**config.mk**
```make
export PLATFORM = sky130hd
export DESIGN_NAME = unified_mem_arbiter
export DESIGN_NICKNAME = d
export VERILOG_FILES = /design/src/rtl/unified_mem_arbiter.sv
export SDC_FILE = /design/constraint.sdc
export NUM_CORES = 1
export LEC_CHECK = 0
export BUFFER_PORTS_ARGS = -buffer_cell sky130_fd_sc_hd__buf_2
export CAP_MARGIN = 20
export CELL_PAD_IN_SITES_DETAIL_PLACEMENT = 2
export CELL_PAD_IN_SITES_GLOBAL_PLACEMENT = 2
export CORE_ASPECT_RATIO = 0.6
export CORE_MARGIN = 3
export CORE_UTILIZATION = 27
export CTS_BUF_LIST = sky130_fd_sc_hd__clkbuf_2
export CTS_CLUSTER_SIZE = 12
export DETAILED_ROUTE_END_ITERATION = 8
export GPL_TIMING_DRIVEN = 0
export PLACE_DENSITY_LB_ADDON = 0.1
export SYNTH_ARGS = -nofsm -noshare
export SYNTH_HDL_FRONTEND = slang
export SYNTH_SLANG_ARGS = --single-unit
```
**constraint.sdc**
```tcl
create_clock -name clk -period 1.8 [get_ports clk]
set_clock_uncertainty 0.15 [all_clocks]
set_input_delay 0.36 -clock clk [delete_from_list [all_inputs] [get_ports clk]]
set_output_delay 0.36 -clock clk [all_outputs]
set_load 0.01 [all_outputs]
```
**src/rtl/unified_mem_arbiter.sv**
```systemverilog
// -----------------------------------------------------------------------------
// unified_mem_arbiter
//
// Merges the instruction-fetch port and the data-memory port onto one
// single-port unified memory.  Each granted request becomes exactly one
// serialized memory transaction.  Read data returns only to the requesting
// side in a dedicated register, and each side sees a stall while it waits.
//
// Ports
//   clk, rst_n                     rising-edge clock, async active-low reset
//   if_req/if_addr                 fetch request (level) and byte address
//   if_done/if_rdata/if_stall      fetch completion pulse, instruction, stall
//   dm_req/dm_we/dm_wstrb/
//   dm_addr/dm_wdata               data request (level), store/load, strobes,
//                                  byte address, store data
//   dm_done/dm_rdata/dm_stall      data completion pulse, load data, stall
//   err                            one-cycle pulse when an access times out
//   mem_req/mem_we/mem_wstrb/
//   mem_addr/mem_wdata             memory access strobe and latched fields
//   mem_rdata/mem_ready            memory read data and completion
// -----------------------------------------------------------------------------

// Invariant checks on the arbiter outputs; no logic, simulation only.
module unified_mem_arbiter_checker #(
  parameter int AW = 32,
  parameter int DW = 32
) (
  input logic            clk,
  input logic            rst_n,
  input logic            if_done,
  input logic            dm_done,
  input logic            err,
  input logic            mem_req,
  input logic            mem_we,
  input logic [DW/8-1:0] mem_wstrb,
  input logic [AW-1:0]   mem_addr
);

  // only one side can finish in any cycle
  a_one_done: assert property (@(posedge clk) disable iff (!rst_n)
    !(if_done && dm_done));

  // an abort always completes the owner's access
  a_err_done: assert property (@(posedge clk) disable iff (!rst_n)
    err |-> (if_done || dm_done));

  // the memory only ever sees word addresses
  a_aligned: assert property (@(posedge clk) disable iff (!rst_n)
    mem_req |-> (mem_addr[1:0] == 2'b00));

  // loads never carry byte enables
  a_load_strb: assert property (@(posedge clk) disable iff (!rst_n)
    (mem_req && !mem_we) |-> (mem_wstrb == {(DW/8){1'b0}}));

endmodule

module unified_mem_arbiter #(
  parameter int            AW            = 32,
  parameter int            DW            = 32,
  parameter int            TIMEOUT       = 16,
  parameter int            MAX_DM_STREAK = 4,
  parameter logic [DW-1:0] NOP_INSTR     = 32'h00000013
) (
  input  logic            clk,
  input  logic            rst_n,
  // instruction fetch side
  input  logic            if_req,
  input  logic [AW-1:0]   if_addr,
  output logic            if_done,
  output logic [DW-1:0]   if_rdata,
  output logic            if_stall,
  // data side
  input  logic            dm_req,
  input  logic            dm_we,
  input  logic [DW/8-1:0] dm_wstrb,
  input  logic [AW-1:0]   dm_addr,
  input  logic [DW-1:0]   dm_wdata,
  output logic            dm_done,
  output logic [DW-1:0]   dm_rdata,
  output logic            dm_stall,
  // status
  output logic            err,
  // unified memory
  output logic            mem_req,
  output logic            mem_we,
  output logic [DW/8-1:0] mem_wstrb,
  output logic [AW-1:0]   mem_addr,
  output logic [DW-1:0]   mem_wdata,
  input  logic [DW-1:0]   mem_rdata,
  input  logic            mem_ready
);

  localparam int SB = DW / 8;
  localparam int SW = $clog2(MAX_DM_STREAK + 1);
  localparam int TW = $clog2(TIMEOUT);

  localparam logic [1:0] ST_IDLE   = 2'd0;
  localparam logic [1:0] ST_ACCESS = 2'd1;
  localparam logic [1:0] ST_DONE   = 2'd2;
  localparam logic [1:0] ST_ABORT  = 2'd3;

  localparam logic [SW-1:0] STREAK_MAX = SW'(MAX_DM_STREAK);
  localparam logic [SW-1:0] STREAK_ONE = SW'(1);
  localparam logic [TW-1:0] TMO_LAST   = TW'(TIMEOUT - 1);
  localparam logic [TW-1:0] TMO_ONE    = TW'(1);

  // Drop the byte offset; the memory is addressed by whole words.
  function automatic logic [AW-1:0] word_align(input logic [AW-1:0] a);
    return a & {{(AW-2){1'b1}}, 2'b00};
  endfunction

  logic [1:0]    state_r;
  logic          owner_dm_r;
  logic [SW-1:0] streak_r;
  logic [TW-1:0] tmo_r;

  logic          mem_req_r;
  logic          mem_we_r;
  logic [SB-1:0] mem_wstrb_r;
  logic [AW-1:0] mem_addr_r;
  logic [DW-1:0] mem_wdata_r;

  logic          if_done_r;
  logic          dm_done_r;
  logic          err_r;
  logic [DW-1:0] if_rdata_r;
  logic [DW-1:0] dm_rdata_r;

  logic          grant_s;
  logic          grant_dm_s;
  logic [SW-1:0] streak_nxt_s;
  logic [AW-1:0] sel_addr_s;

  // Grant decision: data wins a conflict until it has won MAX_DM_STREAK
  // times in a row over a waiting fetch, then the fetch goes once.
  always_comb begin
    grant_s      = 1'b0;
    grant_dm_s   = 1'b0;
    streak_nxt_s = streak_r;
    if (dm_req && if_req) begin
      grant_s = 1'b1;
      if (streak_r == STREAK_MAX) begin
        grant_dm_s   = 1'b0;
        streak_nxt_s = {SW{1'b0}};
      end else begin
        grant_dm_s   = 1'b1;
        streak_nxt_s = streak_r + STREAK_ONE;
      end
    end else if (dm_req) begin
      grant_s      = 1'b1;
      grant_dm_s   = 1'b1;
      streak_nxt_s = {SW{1'b0}};
    end else if (if_req) begin
      grant_s      = 1'b1;
      grant_dm_s   = 1'b0;
      streak_nxt_s = {SW{1'b0}};
    end else begin
      grant_s      = 1'b0;
      grant_dm_s   = 1'b0;
      streak_nxt_s = {SW{1'b0}};
    end
  end

  // Address of the side about to be granted.
  always_comb begin
    if (grant_dm_s) begin
      sel_addr_s = word_align(dm_addr);
    end else begin
      sel_addr_s = word_align(if_addr);
    end
  end

  // Arbiter FSM: latch the granted request, run one memory access,
  // then report completion or abort to the owner.
  always_ff @(posedge clk or negedge rst_n) begin
    if (!rst_n) begin
      state_r     <= ST_IDLE;
      owner_dm_r  <= 1'b0;
      streak_r    <= {SW{1'b0}};
      tmo_r       <= {TW{1'b0}};
      mem_req_r   <= 1'b0;
      mem_we_r    <= 1'b0;
      mem_wstrb_r <= {SB{1'b0}};
      mem_addr_r  <= {AW{1'b0}};
      mem_wdata_r <= {DW{1'b0}};
      if_done_r   <= 1'b0;
      dm_done_r   <= 1'b0;
      err_r       <= 1'b0;
      if_rdata_r  <= NOP_INSTR;
      dm_rdata_r  <= {DW{1'b0}};
    end else begin
      // completion strobes are single-cycle unless re-armed below
      if_done_r <= 1'b0;
      dm_done_r <= 1'b0;
      err_r     <= 1'b0;
      case (state_r)
        ST_IDLE: begin
          streak_r <= streak_nxt_s;
          if (grant_s) begin
            state_r    <= ST_ACCESS;
            owner_dm_r <= grant_dm_s;
            tmo_r      <= {TW{1'b0}};
            mem_req_r  <= 1'b1;
            mem_addr_r <= sel_addr_s;
            if (grant_dm_s) begin
              mem_we_r    <= dm_we;
              mem_wstrb_r <= dm_we ? dm_wstrb : {SB{1'b0}};
              mem_wdata_r <= dm_wdata;
            end else begin
              mem_we_r    <= 1'b0;
              mem_wstrb_r <= {SB{1'b0}};
              mem_wdata_r <= {DW{1'b0}};
            end
          end else begin
            state_r <= ST_IDLE;
          end
        end
        ST_ACCESS: begin
          tmo_r <= tmo_r + TMO_ONE;
          if (mem_ready) begin
            mem_req_r <= 1'b0;
            state_r   <= ST_DONE;
            if (owner_dm_r) begin
              dm_done_r <= 1'b1;
              // stores leave the load register untouched
              if (!mem_we_r) begin
                dm_rdata_r <= mem_rdata;
              end else begin
                dm_rdata_r <= dm_rdata_r;
              end
            end else begin
              if_done_r  <= 1'b1;
              if_rdata_r <= mem_rdata;
            end
          end else if (tmo_r == TMO_LAST) begin
            mem_req_r <= 1'b0;
            state_r   <= ST_ABORT;
            err_r     <= 1'b1;
            if (owner_dm_r) begin
              dm_done_r <= 1'b1;
              if (!mem_we_r) begin
                dm_rdata_r <= {DW{1'b0}};
              end else begin
                dm_rdata_r <= dm_rdata_r;
              end
            end else begin
              // an aborted fetch hands the pipeline a harmless instruction
              if_done_r  <= 1'b1;
              if_rdata_r <= NOP_INSTR;
            end
          end else begin
            state_r <= ST_ACCESS;
          end
        end
        // the done/err strobes were armed on entry; these states only
        // spend the one cycle that keeps the arbiter from re-granting
        ST_DONE: begin
          state_r <= ST_IDLE;
        end
        ST_ABORT: begin
          state_r <= ST_IDLE;
        end
        default: begin
          state_r   <= ST_IDLE;
          mem_req_r <= 1'b0;
        end
      endcase
    end
  end

  assign mem_req   = mem_req_r;
  assign mem_we    = mem_we_r;
  assign mem_wstrb = mem_wstrb_r;
  assign mem_addr  = mem_addr_r;
  assign mem_wdata = mem_wdata_r;
  assign if_done   = if_done_r;
  assign dm_done   = dm_done_r;
  assign err       = err_r;
  assign if_rdata  = if_rdata_r;
  assign dm_rdata  = dm_rdata_r;

  // stall drops in the same cycle the done pulse is presented
  assign if_stall  = if_req & ~if_done_r;
  assign dm_stall  = dm_req & ~dm_done_r;

  unified_mem_arbiter_checker #(
    .AW (AW),
    .DW (DW)
  ) u_checker (
    .clk       (clk),
    .rst_n     (rst_n),
    .if_done   (if_done_r),
    .dm_done   (dm_done_r),
    .err       (err_r),
    .mem_req   (mem_req_r),
    .mem_we    (mem_we_r),
    .mem_wstrb (mem_wstrb_r),
    .mem_addr  (mem_addr_r)
  );

endmodule

```
==> results.md <==
* Yosys warns at 0
* Wire length on met1 at 14.0 mm
* Placed cell area at 7850 sq um
* Met3 routed WL at 1.73 mm
* R2R setup slack at -0.12 ns
* Crit path required time at 1.29 ns
* Netlist Area Pre-Place at 6090 sq um
* Synth unique cells at 40
* Setup crit end: dm_stall
* Final Hold Vio Count at 0
* HP Class: primary input to flop
* First-pass GRT wire length at between 40 and 50 mm
* Crit start category: flop
* CP Cell Sequence: nor2b_1 > buf_2
* # clock sinks at 145
* WP depth at 2
* PortBufs at 269
* Fill count at ~2.1k
* Max Freq at 0.492 GHz
* Total global routing overflow at 0
* Clk slew on worst S/H paths at 0.23 ns
* Clock root buffer: clkbuf_2
* Final ANT Viol Nets at 0
* RSZ-0062 raised after global routing: true
* # IOs at 277
* Initial antenna violation count at 1
* Via-to-Cell Ratio at 4.91
* Clock latency at the later pin of the worst-skew pair at 0.80 ns
* Min cycle time layout at 2.03 ns
* Slowest Stage Delay on Critical Path at 0.45 ns
* Post-Synthesis Cells at 505
* Crit path DAT at 1.52 ns
* Post-Syn Area per Cell at approximately 12 sq um
* Total Wirelength at around 34 mm
* Crit path max-delay family: flip-flops
* Total power at 0.0180 W
* Layout cell share with drive strength beyond 1 at 0.478
* Multi-input combinational cell area at 2410 sq um
* WL met2 at 17.2 mm
* Pins over their slew limit at 0
* Dpl hpwl at about 18 mm
* Failing checks: setup timing
* Area fraction of the dominant cell type after synthesis at 0.584
* CTS tree: done
* Final period util at 1.13
* Crit path from: dm_done
* Die Wd at 200 um
* Peak supply drop at about 840 uV
* Register Area at 3640 sq um
* Leak pwr at approximately 5.6 nW
* Die area at around 24000 sq um
* Initial core utilization at 0.282
* CTS Buf Count at 17
* PwrDens at 1600 nW/um^2
* FF-to-FF path depth at 6
* DRT Pass-1 Iters at 4
* Critical path peak fanout at 2
* Status: finished, violations left
* Number of global-route vias before repair at roughly 7.5k
* Yosys top cell by area: dfrtp_1
* Setup Viol. Count Final at 155
* Layout Nets at about 1.2k
* Max-slew headroom at 0.597
* Primary FF master, synth: dfrtp_1
* Worst setup EP type: primary output
* Largest cells by area after synthesis: dfrtp_1 58%, a22o_1 9.2%, mux2_1 4.8%, o211ai_1 3.8%, nand4_1 3.2%
* Slowest stage cell, crit path: dfrtp_1
* Most common cell in the netlist: dfrtp_1
* Count of flip-flops with a built-in enable after synthesis at 0
* Die H at 122 um
* RD Place Congestion at between 0.7 and 0.8
* Synth top cells by count: 142 x dfrtp_1, 64 x a22o_1, 32 x clkbuf_1, 32 x nand3_1
* Critical path type: flop to primary output
* H-tree depth at 4
* Worst slack at placement at -0.252 ns
* Slew @ Worst Pin at slightly above 0.6 ns
* WL per Instance at 24.8 um
* Final worst slack at -0.234 ns
* Top sig layer: met4
* FP Rows at 41
* Core box area at 21600 sq um
* R2R Path Start: tmo_r[0]
* Area growth, synth to finish at 84.2%
* FFs w/ async S/R, synth at 1.00
* CP bufs+invs at 1
* Post-synthesis sequential area ratio at 0.596
* Synthesis-stage register bit count at about 150
* Max clock buf depth at 2
* Maxcap violations at 0
* Iter 0 DRT Violations at around 270
* Residual DRC at 0
* Final instance area at roughly 11000 sq um
* R2r endpoint: dm_rdata[14]
* Total GRT Usage at 0.250
* Largest net degree at the start of global routing at 94
* Via count at around 6.7k
-- worst register-to-register path: stages (launching register included) --
cell and delay (ns):
dfrtp_2 0.48, ha_4 0.18, a31o_4 0.26, nand4b_4 0.20
buf_12 0.15, buf_8 0.12, mux2_4 0.31
-- cell usage in the layout (no fill, tap or decap), drive strengths merged, types with 7 or more instances in the layout --
cell	count
buf	402
dfrtp	142
dlygate4sd3	135
a22o	64
clkbuf	43
o21ai	34
nand3	32
o211ai	31
nand4	31
and2	29
mux2	28
nand2	10
nor2	8
inv	8
bufinv	7
-- kinds of logic after synthesis --
logic type / after synthesis / share of synthesized area
other cells: 1 / 0.000616
compound gates: 143 / 0.177
fa+ha+maj: 3 / 0.00616
simple gates: 122 / 0.115
xor+xnor: 1 / 0.00144
buf+inv: 57 / 0.0431
flops: 145 / 0.596
mux: 33 / 0.0600
-- report_power, final --
part / internal (W) / leakage (nW) / switching, W
clock: 0.00133 / 0.191 / 0.00143
sequential: 0.00466 / 1.83 / 0.00123
combinational: 0.00507 / 3.56 / 0.00425
-- registers in the layout, summed over array words and instances (netlist names) --
signal and flops:
dm_rdata 32, if_rdata 32, mem_wdata 32, mem_addr 30
mem_wstrb 4, tmo_r 4, streak_r 3, state_r 2
dm_done 1, err 1, if_done 1, mem_req 1
mem_we 1, owner_dm_r 1
-- layout make-up --
class | count | area share
clock inverters | 14 | 0.0232
plain buffers | 47 | 0.0272
inverters | 7 | 0.00234
diodes | 3 | 0.000669
repair buffers | 515 | 0.366
clock buffers | 18 | 0.00803
multi-input cells | 305 | 0.215
well taps | 301 | 0.0336
flip-flops and latches | 145 | 0.324
-- worst min path at each step --
stage                 startpoint  depth (start not counted)  slack [ns]           end
finish                    dm_req                          4        0.04      tmo_r[3]
global route              dm_req                          4        0.04      tmo_r[3]
CTS                       dm_req                          4       0.002      tmo_r[2]
detailed placement         rst_n                          1        0.20  dm_rdata[29]
global placement    mem_wstrb[2]                          1        0.32  mem_wstrb[2]
floorplan                  rst_n                          0       -0.09       dm_done
-- metrics by stage --
| stage | utilization | cells | hold WS, ns | setup TNS (ns) |
|---|---|---|---|---|
| floorplan | - | 506 | -0.0856 | 0 |
| global placement | 0.362 | 1076 | 0.321 | -292.56 |
| detailed placement | 0.363 | 1077 | 0.203 | -19.98 |
| CTS | 0.492 | 1307 | 0.00216 | -21.01 |
| global route | 0.519 | 1353 | 0.0418 | -30.05 |
| finish | 0.519 | 1355 | 0.0448 | -16.15 |
-- metal layers --
metal	track usage	up-vias
met4	0.0592	0
met3	0.0656	43
li1	-	2950
met2	0.429	202
met5	0	-
met1	0.317	3457
-- timing repair --
action / 4_1_cts / 5_1_grt
hold buffers: 135 / 0
gates cloned: 4 / 0
resized for setup: 125 / 111
setup buffers: 59 / 53
setup endpoints to repair: 258 / 252
endpoints found under the hold margin: 281 / 0
pin swaps: 4 / 7
Power figures use the tool's default switching activity.
